File: config.mk
export PLATFORM = sky130hd
export DESIGN_NAME = vc_credit_gate
export DESIGN_NICKNAME = d
export VERILOG_FILES = /design/src/rtl/vc_router_pkg.sv /design/src/rtl/vc_credit_counter.sv /design/src/rtl/vc_credit_gate.sv
export SDC_FILE = /design/constraint.sdc
export NUM_CORES = 1
export LEC_CHECK = 0
export ABC_AREA = 1
export CORE_UTILIZATION = 54
export DETAILED_ROUTE_END_ITERATION = 12
export MAX_ROUTING_LAYER = met4
export PLACE_DENSITY = 0.94
export SYNTH_ARGS = -nofsm -noshare
export SYNTH_HDL_FRONTEND = slang
export SYNTH_SLANG_ARGS = --single-unit
export TNS_END_PERCENT = 20
File: constraint.sdc
create_clock -name clk -period 3.8 [get_ports clk]
set_input_delay 0.76 -clock clk [delete_from_list [all_inputs] [get_ports clk]]
set_output_delay 0.76 -clock clk [all_outputs]
set_load 0.01 [all_outputs]
File: src/rtl/vc_router_pkg.sv
// Shared router constants and elaboration helpers for the VC credit logic.
package vc_router_pkg;

  localparam int NUM_VC_DEF       = 4;
  localparam int CREDIT_DEPTH_DEF = 8;

  function automatic int clog2(input int value);
    int r;
    r = 0;
    while ((1 << r) < value) begin
      r = r + 1;
    end
    return r;
  endfunction

endpackage

File: src/rtl/vc_credit_counter.sv
// Saturating up/down credit counter for one virtual channel.
module vc_credit_counter
  import vc_router_pkg::*;
#(
  parameter int CREDIT_DEPTH = CREDIT_DEPTH_DEF,
  parameter int CW           = clog2(CREDIT_DEPTH + 1)
) (
  input  logic          clk,
  input  logic          rst,
  input  logic          inc,
  input  logic          dec,
  output logic [CW-1:0] cnt,
  output logic          full,
  output logic          zero,
  output logic          err_under,
  output logic          err_over
);

  localparam logic [CW-1:0] MaxCnt = CW'(CREDIT_DEPTH);

  logic [CW-1:0] cnt_q;
  logic [CW-1:0] cnt_d;

  assign cnt  = cnt_q;
  assign full = (cnt_q == MaxCnt);
  assign zero = (cnt_q == '0);

  // A simultaneous send and return cancel out, so neither boundary error can fire.
  always_comb begin
    cnt_d     = cnt_q;
    err_under = 1'b0;
    err_over  = 1'b0;
    case ({inc, dec})
      2'b01: begin
        if (zero) err_under = 1'b1;
        else      cnt_d = cnt_q - CW'(1);
      end
      2'b10: begin
        if (full) err_over = 1'b1;
        else      cnt_d = cnt_q + CW'(1);
      end
      default: cnt_d = cnt_q;
    endcase
  end

  always_ff @(posedge clk or posedge rst) begin
    if (rst) cnt_q <= MaxCnt;
    else     cnt_q <= cnt_d;
  end

endmodule

File: src/rtl/vc_credit_gate.sv
// Qualifies per-VC requests with downstream credit availability and
// flags credit protocol violations with sticky error bits.
module vc_credit_gate
  import vc_router_pkg::*;
#(
  parameter int NUM_VC       = NUM_VC_DEF,
  parameter int CREDIT_DEPTH = CREDIT_DEPTH_DEF,
  parameter int VCW          = clog2(NUM_VC),
  parameter int CW           = clog2(CREDIT_DEPTH + 1)
) (
  input  logic                 clk,
  input  logic                 rst,
  input  logic [NUM_VC-1:0]    req,
  input  logic                 send_valid,
  input  logic [VCW-1:0]       send_vc,
  input  logic [NUM_VC-1:0]    credit_ret,
  output logic [NUM_VC-1:0]    qual_req,
  output logic [NUM_VC*CW-1:0] credit_cnt,
  output logic [NUM_VC-1:0]    vc_full,
  output logic                 err_underflow,
  output logic                 err_overflow
);

  logic [NUM_VC-1:0] zero_vec;
  logic [NUM_VC-1:0] under_vec;
  logic [NUM_VC-1:0] over_vec;
  logic              err_underflow_q;
  logic              err_underflow_d;
  logic              err_overflow_q;
  logic              err_overflow_d;

  // Out-of-range send_vc matches no lane, so such sends are silently dropped.
  for (genvar v = 0; v < NUM_VC; v++) begin : g_vc
    logic dec;
    assign dec = send_valid && (send_vc == VCW'(v));

    vc_credit_counter #(
      .CREDIT_DEPTH(CREDIT_DEPTH),
      .CW          (CW)
    ) u_cnt (
      .clk      (clk),
      .rst      (rst),
      .inc      (credit_ret[v]),
      .dec      (dec),
      .cnt      (credit_cnt[v*CW +: CW]),
      .full     (vc_full[v]),
      .zero     (zero_vec[v]),
      .err_under(under_vec[v]),
      .err_over (over_vec[v])
    );
  end

  assign qual_req = req & ~zero_vec;

  assign err_underflow_d = err_underflow_q | (|under_vec);
  assign err_overflow_d  = err_overflow_q  | (|over_vec);

  always_ff @(posedge clk or posedge rst) begin
    if (rst) begin
      err_underflow_q <= 1'b0;
      err_overflow_q  <= 1'b0;
    end else begin
      err_underflow_q <= err_underflow_d;
      err_overflow_q  <= err_overflow_d;
    end
  end

  assign err_underflow = err_underflow_q;
  assign err_overflow  = err_overflow_q;

endmodule

# Yosys cells after proc, flatten, opt, wreduce, memory -nomap -nowiden

Cells that the tools add are included.

Register bits after elaboration: 18
Bits in latches: 0
RAM bits: 0
Bits in read-only memories: 0
Input port bits: 13
Output and inout port bits: 26
Memories: 0

$add $sub $neg: 8
$mul: 0
Div/mod/pow operators: 0
Magnitude comparators: 0
Equal/unequal tests: 23
Shifts and indexed selects: 0
Mux-type cells: 28
Bitwise logic cells: 4
Reduce and logical (&&, ||, !) cells: 19

Operators by type and width:

| kind                                              | count |
|---|---|
| two-way mux 4 bit                                 | 8 |
| case mux 4 bit (2 select lines)                   | 4 |
| adder 4 x 1 -> 4 bit (second input constant)      | 4 |
| == test 4 bit (second input constant)             | 4 |
| zero test 4 bit                                   | 4 |
| two-way mux 1 bit                                 | 16 |
| != test 2 bit (second input constant)             | 8 |
| subtractor 4 x 1 -> 4 bit (second input constant) | 4 |
| == test 2 bit (second input constant)             | 6 |
| AND reduction 3 bit                               | 4 |
| == test 2 x 1 -> 1 bit (second input constant)    | 5 |
| nonzero test 2 bit                                | 4 |
| OR reduction 4 bit                                | 2 |
| AND 4 bit                                         | 1 |
| logical AND 1 bit                                 | 4 |
| inverter 4 bit                                    | 1 |
| zero test 2 bit                                   | 1 |
| OR 1 bit                                          | 2 |

# Depth between registers and ports, before layout

Gate-level depths: netlist (run 1).

Depth in word-level cells: 6
Gate-level depth with buffers: 13
Depth with buffers taken out: 13

# By module

A second synthesis (run 1) with hierarchy kept.

Cells, all modules: 247
Area total of the unflattened synthesis: 1692.9 um2

Modules (own cells, without submodules):

| module            | times used | cells each | area each (um2) | sequential area each (um2) |
|---|---|---|---|---|
| vc_credit_counter | 4          | 55         | 386.6           | 101.3 |
| vc_credit_gate    | 1          | 27         | 146.4           | 50.0 |

# Worst setup path after synthesis (run 1)

OpenSTA, ideal clock, no wires.

Path kind: input to register
Start: input port send_vc[1]
End: register g_vc[3].u_cnt.cnt_q[3]
Arrival: 2191 ps
Data required time: 3740 ps
Slack: 1549 ps
Stages on the path: 12
Path through: inv_1 nor3_1 inv_1 ha_1 inv_1 ha_1 or2_2 nand2_1 nand2_1 nand2_1 nand2_1 nand2_1

Cells in the longest elaborated chain, start to end: 5

RTL lines:

| element                                                                     | line                    | text |
|---|---|---|
| start: declaration                                                          | vc_credit_gate.sv:15    | `input logic [VCW-1:0] send_vc,` |
| == test 2 bit *                                                             | vc_credit_gate.sv:35    | `assign dec = send_valid && (send_vc == VCW'(v));` |
| logical AND 1 bit *                                                         | vc_credit_gate.sv:35    |  |
| == test 2 bit / == test 2 x 1 -> 1 bit (equally long branches)              | vc_credit_counter.sv:33 | `case ({inc, dec})` |
| != test 2 bit (no source line) / nonzero test 2 bit (equally long branches) | --                      |  |
| AND reduction 3 bit (no source line)                                        | --                      |  |
| end signal: assignment                                                      | vc_credit_counter.sv:47 | `if (rst) cnt_q <= MaxCnt;` |
| end signal: assignment                                                      | vc_credit_counter.sv:48 | `else cnt_q <= cnt_d;` |
| end: declaration                                                            | vc_credit_counter.sv:21 | `logic [CW-1:0] cnt_q;` |

Every way passes the cells marked *; elsewhere a longest branch is shown, timed or not.
A chain may end at the register's enable or synchronous reset.

# Final worst setup path (run 1)

Start: input port req[0]
End: output port qual_req[0]

Cells in the longest elaborated chain, start to end: 1

RTL lines:

| element            | line                 | text |
|---|---|---|
| start: declaration | vc_credit_gate.sv:13 | `input logic [NUM_VC-1:0] req,` |
| AND 4 bit          | vc_credit_gate.sv:53 | `assign qual_req = req & ~zero_vec;` |
| end: declaration   | vc_credit_gate.sv:17 | `output logic [NUM_VC-1:0] qual_req,` |

Every way passes these cells.

==> results by group, run 1 <==
Logic synthesis
  – Post-Syn Nets: 263
  – Yosys warns: 0
  – Adder-cell share of the synthesized area: 17.0%
  – Sequential area share after synthesis: 27.7%
  – XOR/XNOR Fraction of Synth Area: 2.13%
  – Synthesized area per cell: 7.15 µm²
  – Netlist cell types: 18
  – Yosys reg bits: 18
  – Synthesized area: 1650 µm²
  – Largest family of logic cells by synthesized area: simple AND/OR/NAND/NOR gates
  – Post-synthesis instance total: 230
  – Post-synthesis mux area share: 0%
  – Synth Area in Compound Gates: 1.83%
  – Synth Area in Simple Gates: 39.7%

Power and ir drop
  – Total power: 1.40 mW
  – Leak pwr: 1.14 nW
  – Power per Cell Area: 681 nW/µm²
  – VDD IR max: 0.000376 V

Floorplanning
  – Initial Utilization: 58.2%
  – Die Wd: 57.2 µm
  – Core area: 2830 µm²
  – Die area: 3270 µm²
  – IO Count: 39
  – Die H: 57.2 µm
  – Site row count: 19

Clock network
  – Clock latency on the worst-skew pair: 0.29 ns
  – Clk sink count: 18
  – CTS tree: yes
  – Postcts setup bufs: 0
  – TritonCTS Buffers: 3
  – Clock Tree Buf Depth: 2
  – Root buffer cell: clkbuf_4
  – Worst-path clk slew: 0.10 ns
  – # hold bufs at CTS: 0
  – H-tree levels: 1
  – Post_cts resized: 0

Critical path
  – Crit-path max FO: 1
  – CP Capture Type: primary output
  – CP delay by family, top: buffers and inverters
  – Worst path bufs/invs: 2
  – Most frequent CP cell: clkdlybuf4s50_1
  – CP Data Arrival Time: 1.96 ns
  – Max stage delay cell, worst path: clkdlybuf4s50_1
  – Crit path largest cell delay: 0.56 ns
  – Crit-path cells: clkdlybuf4s50_1 > a21boi_0 > clkdlybuf4s50_1
  – Critical Path Source Type: primary input
  – Worst Path Required: 3.04 ns
  – Crit Path Class: in2out

GRT
  – Gr usage total: 22.5%
  – Largest net degree at the start of global routing: 19
  – First-pass GRT wire length: 5680 µm
  – Vias in the first global route: 1441
  – Initial antenna violation count: 0
  – Global route overflow: 0

Timing
  – Period minus WS final: 2.72 ns
  – Skew final: 0.00185 ns
  – Final worst slack: 1.08 ns
  – Setup TNS: 0 ns
  – Final period utilization: 71.5%
  – Normalized max-slew margin: 55.1%
  – Worst Tran Pin Value: 0.673 ns
  – Max-slew violations: 0
  – RSZ-0062 raised after global routing: no
  – Max Freq: 0.368 GHz
  – Hold Fails Final Rpt: 0
  – # setup viols final: 0

Detailed routing
  – 1st-pass router iterations: 8
  – DRC: 4
  – Drt initial violations: 60
  – Vias: 1536
  – Vias per cell: 5.15
  – Antenna viol nets, final: 0
  – WL/cell: 11.4 µm
  – Final wirelength: 3390 µm

Finish
  – Post-Layout Cell Count: 298
  – Footprint of the multi-input gates: 998 µm²
  – Nets: 302
  – Final instance area: 2060 µm²
  – Commonest non-fill, non-tap cells in the layout: 82 x nand2_1, 41 x inv_1, 38 x clkdlybuf4s50_1
  – Most common cell after layout, fill and taps aside: nand2_1
  – Area growth, synth to finish: 25.0%
  – Antenna Cells: 0
  – Fillcell total: 220
  – Register area: 455 µm²
  – Ratio of cells with drive above 1 in the final layout: 12.0%

Place
  – Post-Place Setup Slack: 0.794 ns
  – Placed cell count: 295
  – Port Buffers: 38
  – Placed Area: 2030 µm²
  – DP HPWL: 2700 µm
  – GP Congestion: 0.873

Worst hold path
  – Worst Hold Class: reg2reg

Outcome
  – Failing checks: DRC
  – Outcome: finished, violations left

Job
  – Max Cap Viol: 0
==> power by group <==
group | leakage, nW | internal, mW | switching, mW
Sequential | 0.205 | 0.292 | 0.146
Clock | 0.0138 | 0.0369 | 0.0604
Combinational | 0.926 | 0.424 | 0.442
==> logic make-up after synthesis <==
kind of cell,after synthesis
AND/OR/NAND/NOR,137
buffers and inverters,47
adder cells (fa/ha/maj),20
flip-flops,18
AO/OA/AOI/OAI,4
XOR/XNOR,4
==> cell usage after synthesis <==
| master | number | area, µm² |
|---|---|---|
| a21boi_0 | 4 | 30.0 |
| buf_4 | 4 | 30.0 |
| clkinv_1 | 1 | 3.75 |
| dfrtp_1 | 14 | 350 |
| dfstp_2 | 4 | 105 |
| fa_1 | 4 | 80.1 |
| ha_1 | 16 | 200 |
| inv_1 | 41 | 154 |
| inv_2 | 1 | 3.75 |
| nand2_1 | 82 | 308 |
| nand3_1 | 5 | 25.0 |
| nand3_2 | 12 | 120 |
| nand4_1 | 9 | 56.3 |
| nor2_1 | 13 | 48.8 |
| nor2_2 | 8 | 50.1 |
| nor3_1 | 4 | 20.0 |
| or2_2 | 4 | 25.0 |
| xor2_1 | 4 | 35.0 |
==> worst paths after layout <==
path,startpoint,end,slack (ns),cells after the start
max,req[0],qual_req[0],1.08,3
min,g_vc[3].u_cnt.cnt[3],g_vc[3].u_cnt.cnt[3],0.51,2
max reg2reg,g_vc[2].u_cnt.cnt[2],g_vc[2].u_cnt.cnt[3],2.35,7
min reg2reg,g_vc[3].u_cnt.cnt[3],g_vc[3].u_cnt.cnt[3],0.51,2
max in group asynchronous,rst,g_vc[2].u_cnt.cnt[2],2.52,2
min in group asynchronous,rst,g_vc[1].u_cnt.cnt[0],0.85,2
==> state kept, by name, summed over array words and instances (netlist names) <==
name and count:
err_underflow 1, err_overflow 1, g_vc.u_cnt.cnt 16
==> worst min-delay path, stage by stage, from the launching register on <==
cell and delay, ns:
dfstp_2 0.41, nand2_1 0.06, nand2_1 0.05
==> routing by layer <==
metal | vias up | track usage [%] | wire (µm)
li1 | 782 | - | -
met1 | 711 | 27.5 | 1540
met2 | 38 | 38.8 | 1660
met3 | 5 | 2.95 | 151
met4 | 0 | 6.62 | 34
met5 | - | - | 0
==> cell type report <==
type | count | area share (%)
clock buffer | 3 | 1.09
inverter | 43 | 7.85
multi-input combinational | 165 | 48.5
sequential | 18 | 22.1
tap | 31 | 1.89
timing repair buffer | 38 | 18.5
==> through the flow <==
step	hold slack [ns]	utilization [%]
global placement	0.485	71.9
detailed placement	0.489	71.9
floorplan	0.491	-
global route	0.519	72.7
finish	0.507	72.7
CTS	0.504	72.7
Note: power is estimated with default switching activity, not from simulation.
==> run 2, diff against run 1 <==
CORE_UTILIZATION = 45   (was 54)
PLACE_DENSITY = 0.84   (was 0.94)
clock period = 2.25 ns   (was 3.8 ns; I/O delays follow)
==> run 2 against run 1 <==
  * The flow now finishes without violations
  * First-iteration DRC count shrank 28%
  * Wire length is 5.4% higher
  * Global-route usage decreased by 3.0 points
  * Critical path depth unchanged
  * Clock skew about the same
  * Die area up 19%
  * Sequential cell count is the same
  * Sequential power rose by 68%
  * Final area up 9.9%
==> results by group, run 2 (synthesis results as in run 1) <==
Place
  – GP Congestion: 0.881 (+0.92%)
  – Port Buffers: 38 (unchanged)
  – DP HPWL: 2670 µm (-1.2%)
  – Placed Area: 2170 µm² (+6.8%)

Floorplanning
  – Die Wd: 62.5 µm (+9.2%)
  – Die area: 3900 µm² (+19%)
  – Core area: 3420 µm² (+21%)
  – Initial Utilization: 48.2% (-10 points)
  – Site row count: 21 (+2)
  – IO Count: 39 (unchanged)
  – Die H: 62.5 µm (+9.2%)

Finish
  – Final instance area: 2260 µm² (+9.9%)
  – Max reg flops: 16 (unchanged)
  – Antenna Cells: 0 (unchanged)
  – Commonest non-fill, non-tap cells in the layout: 82 x nand2_1, 38 x inv_1, 35 x clkdlybuf4s50_1
  – Ratio of cells with drive above 1 in the final layout: 20.4% (+8.4 points)
  – Fillcell total: 278 (+26%)
  – Nets: 319 (+5.6%)
  – Most common cell after layout, fill and taps aside: nand2_1
  – Area growth, synth to finish: 37.3%

Clock network
  – Clk sink count: 18 (unchanged)
  – Clock latency on the worst-skew pair: 0.29 ns (about the same)
  – # hold bufs at CTS: 0 (unchanged)
  – Clock Tree Buf Depth: 2 (unchanged)
  – CTS tree: yes
  – Root buffer cell: clkbuf_4
  – TritonCTS Buffers: 3 (unchanged)
  – H-tree levels: 1 (unchanged)
  – Worst-path clk slew: 0.11 ns (about the same)

GRT
  – First-pass GRT wire length: 6230 µm (+9.7%)
  – Vias in the first global route: 1489 (+3.3%)
  – Largest net degree at the start of global routing: 19 (unchanged)
  – Initial antenna violation count: 0 (unchanged)
  – Gr usage total: 19.4% (-3.0 points)
  – Global route overflow: 0 (unchanged)

Power and ir drop
  – Sw frac: 44.8% (-1.4 points)
  – Clock power frac: 8.2% (+1.3 points)
  – Leak pwr: 1.27 nW (+11%)
  – Total power: 2.47 mW (+76%)
  – Flop pwr share: 29.8% (-1.5 points)
  – Power per Cell Area: 1090 nW/µm² (+60%)
  – Switching pwr: 1.11 mW (+71%)
  – Gate power share: 62.0% (+0.2 points)
  – Internal power consumption: 1.36 mW (+81%)
  – VDD IR max: 0.000608 V (+62%)

Critical path
  – CP Data Arrival Time: 1.74 ns (-0.22 ns)
  – Crit-path cells: nor2_1 > a21boi_0 > clkdlybuf4s50_1
  – R2R cell count: 7 (unchanged)
  – Crit path largest cell delay: 0.59 ns (+0.03 ns)
  – Critical Path Source Type: register
  – Crit-path max FO: 5 (+4)
  – Critical path depth: 3 (unchanged)
  – CP Capture Type: primary output
  – CP delay by family, top: flip-flops
  – Crit Path Class: reg2out
  – Worst path bufs/invs: 1 (-1)
  – Max stage delay cell, worst path: dfstp_2
  – Worst Path Required: 1.80 ns (-1.24 ns)

Detailed routing
  – Antenna viol nets, final: 0 (unchanged)
  – DRC: 0 (-4)
  – 1st-pass router iterations: 4 (-4)
  – Vias: 1548 (+0.78%)
  – Final wirelength: 3570 µm (+5.4%)
  – Vias per cell: 4.68 (-9.3%)
  – Drt initial violations: 43 (-28%)
  – WL/cell: 10.8 µm (-5.1%)

Outcome
  – Outcome: finished, final reports clean

Timing
  – Hold Fails Final Rpt: 0 (unchanged)
  – Normalized max-slew margin: 54.0% (-1.1 points)
  – Skew final: 0.00220 ns (+0.000359 ns)
  – Period minus WS final: 2.19 ns
  – # setup viols final: 0 (unchanged)
  – Max-slew violations: 0 (unchanged)
  – Final period utilization: 97.4%
  – Worst Tran Pin Value: 0.689 ns (+0.0161 ns)
  – Max Freq: 0.456 GHz

Worst hold path
  – Worst Hold Class: reg2reg
  – Hold path cells: 2 (unchanged)

Job
  – Max Cap Viol: 0 (unchanged)
==> run 2: changes by cell type in the layout (fill, tap and decap cells not counted), sizes merged <==
cell | previous run | this run
dlymetal6s2s | 0 | 3
clkdlybuf4s50 | 38 | 35
buf | 0 | 17
clkbuf | 3 | 4
==> run 2: layout make-up <==
type	instances	area [µm²]	area share, %
flip-flops and latches	18	455	20.2
repair buffers	55	515	22.8
inverters	43	161	7.14
clock buffers	4	36.3	1.61
multi-input cells	165	1030	45.7
well taps	46	57.6	2.55
==> run 2: worst reg2reg max path, cell delays in order (launching register included) <==
cell     delay (ns)
dfrtp_1        0.46
ha_1           0.33
or2_2          0.31
nand2_1        0.07
nand2_1        0.04
nand2_1        0.07
nand2_1        0.06
nand2_1        0.06
==> run 2: power by group through the flow <==
| stage | registers, mW | logic (mW) | clock network (mW) |
|---|---|---|---|
| after CTS | 0.736 | 1.53 | 0.208 |
| after global routing | 0.775 | 1.72 | 0.225 |
| after global placement | 0.737 | 1.47 | 0 |
| after detailed placement | 0.743 | 1.51 | 0 |
| after floorplan | 0.767 | 0.870 | 0 |
| final | 0.736 | 1.53 | 0.202 |
==> run 2: final timing paths <==
check,to,from,slack (ns)
worst min register to register,g_vc[1].u_cnt.cnt[3],g_vc[1].u_cnt.cnt[3],0.51
max in group asynchronous,g_vc[1].u_cnt.cnt[1],rst,1.27
worst max-delay path,qual_req[2],g_vc[2].u_cnt.cnt[3],0.06
worst max register to register,g_vc[2].u_cnt.cnt[3],g_vc[2].u_cnt.cnt[2],0.81
worst min-delay path,g_vc[1].u_cnt.cnt[3],g_vc[1].u_cnt.cnt[3],0.51
min in group asynchronous,g_vc[3].u_cnt.cnt[0],rst,0.55
==> run 2: what timing repair did <==
action	in CTS	in global routing
pin swaps	0	1
buffers inserted	0	1
endpoints found under the setup margin	1	9
resized for setup	1	12
==> run 2: metrics by stage <==
stage	util (%)	hold slack (ns)	setup TNS, ns	cells	setup WS, ns
floorplan	-	0.386	0	230	0.309
global placement	63.6	0.486	-1.72	326	-0.258
detailed placement	63.6	0.490	-1.98	326	-0.291
CTS	64.8	0.506	0	330	0.0146
global route	66.2	0.534	-0.0131	331	-0.0121
finish	66.2	0.507	0	331	0.0580
==> run 2: layer usage <==
metal,global-route usage (%),vias up,share of wire [%],wire (µm)
li1,-,814,-,-
met5,-,-,0,0
met1,25.9,697,49,1750
met3,2.55,2,3.4,123
met2,31.5,35,47,1680
met4,4.07,0,0.31,11
==> run 3, diff against run 2 <==
CTS_CLUSTER_DIAMETER = 80   (was unset)
==> results of run 3 <==
The final DEF is identical to that of run 2; final timing and power are the same.
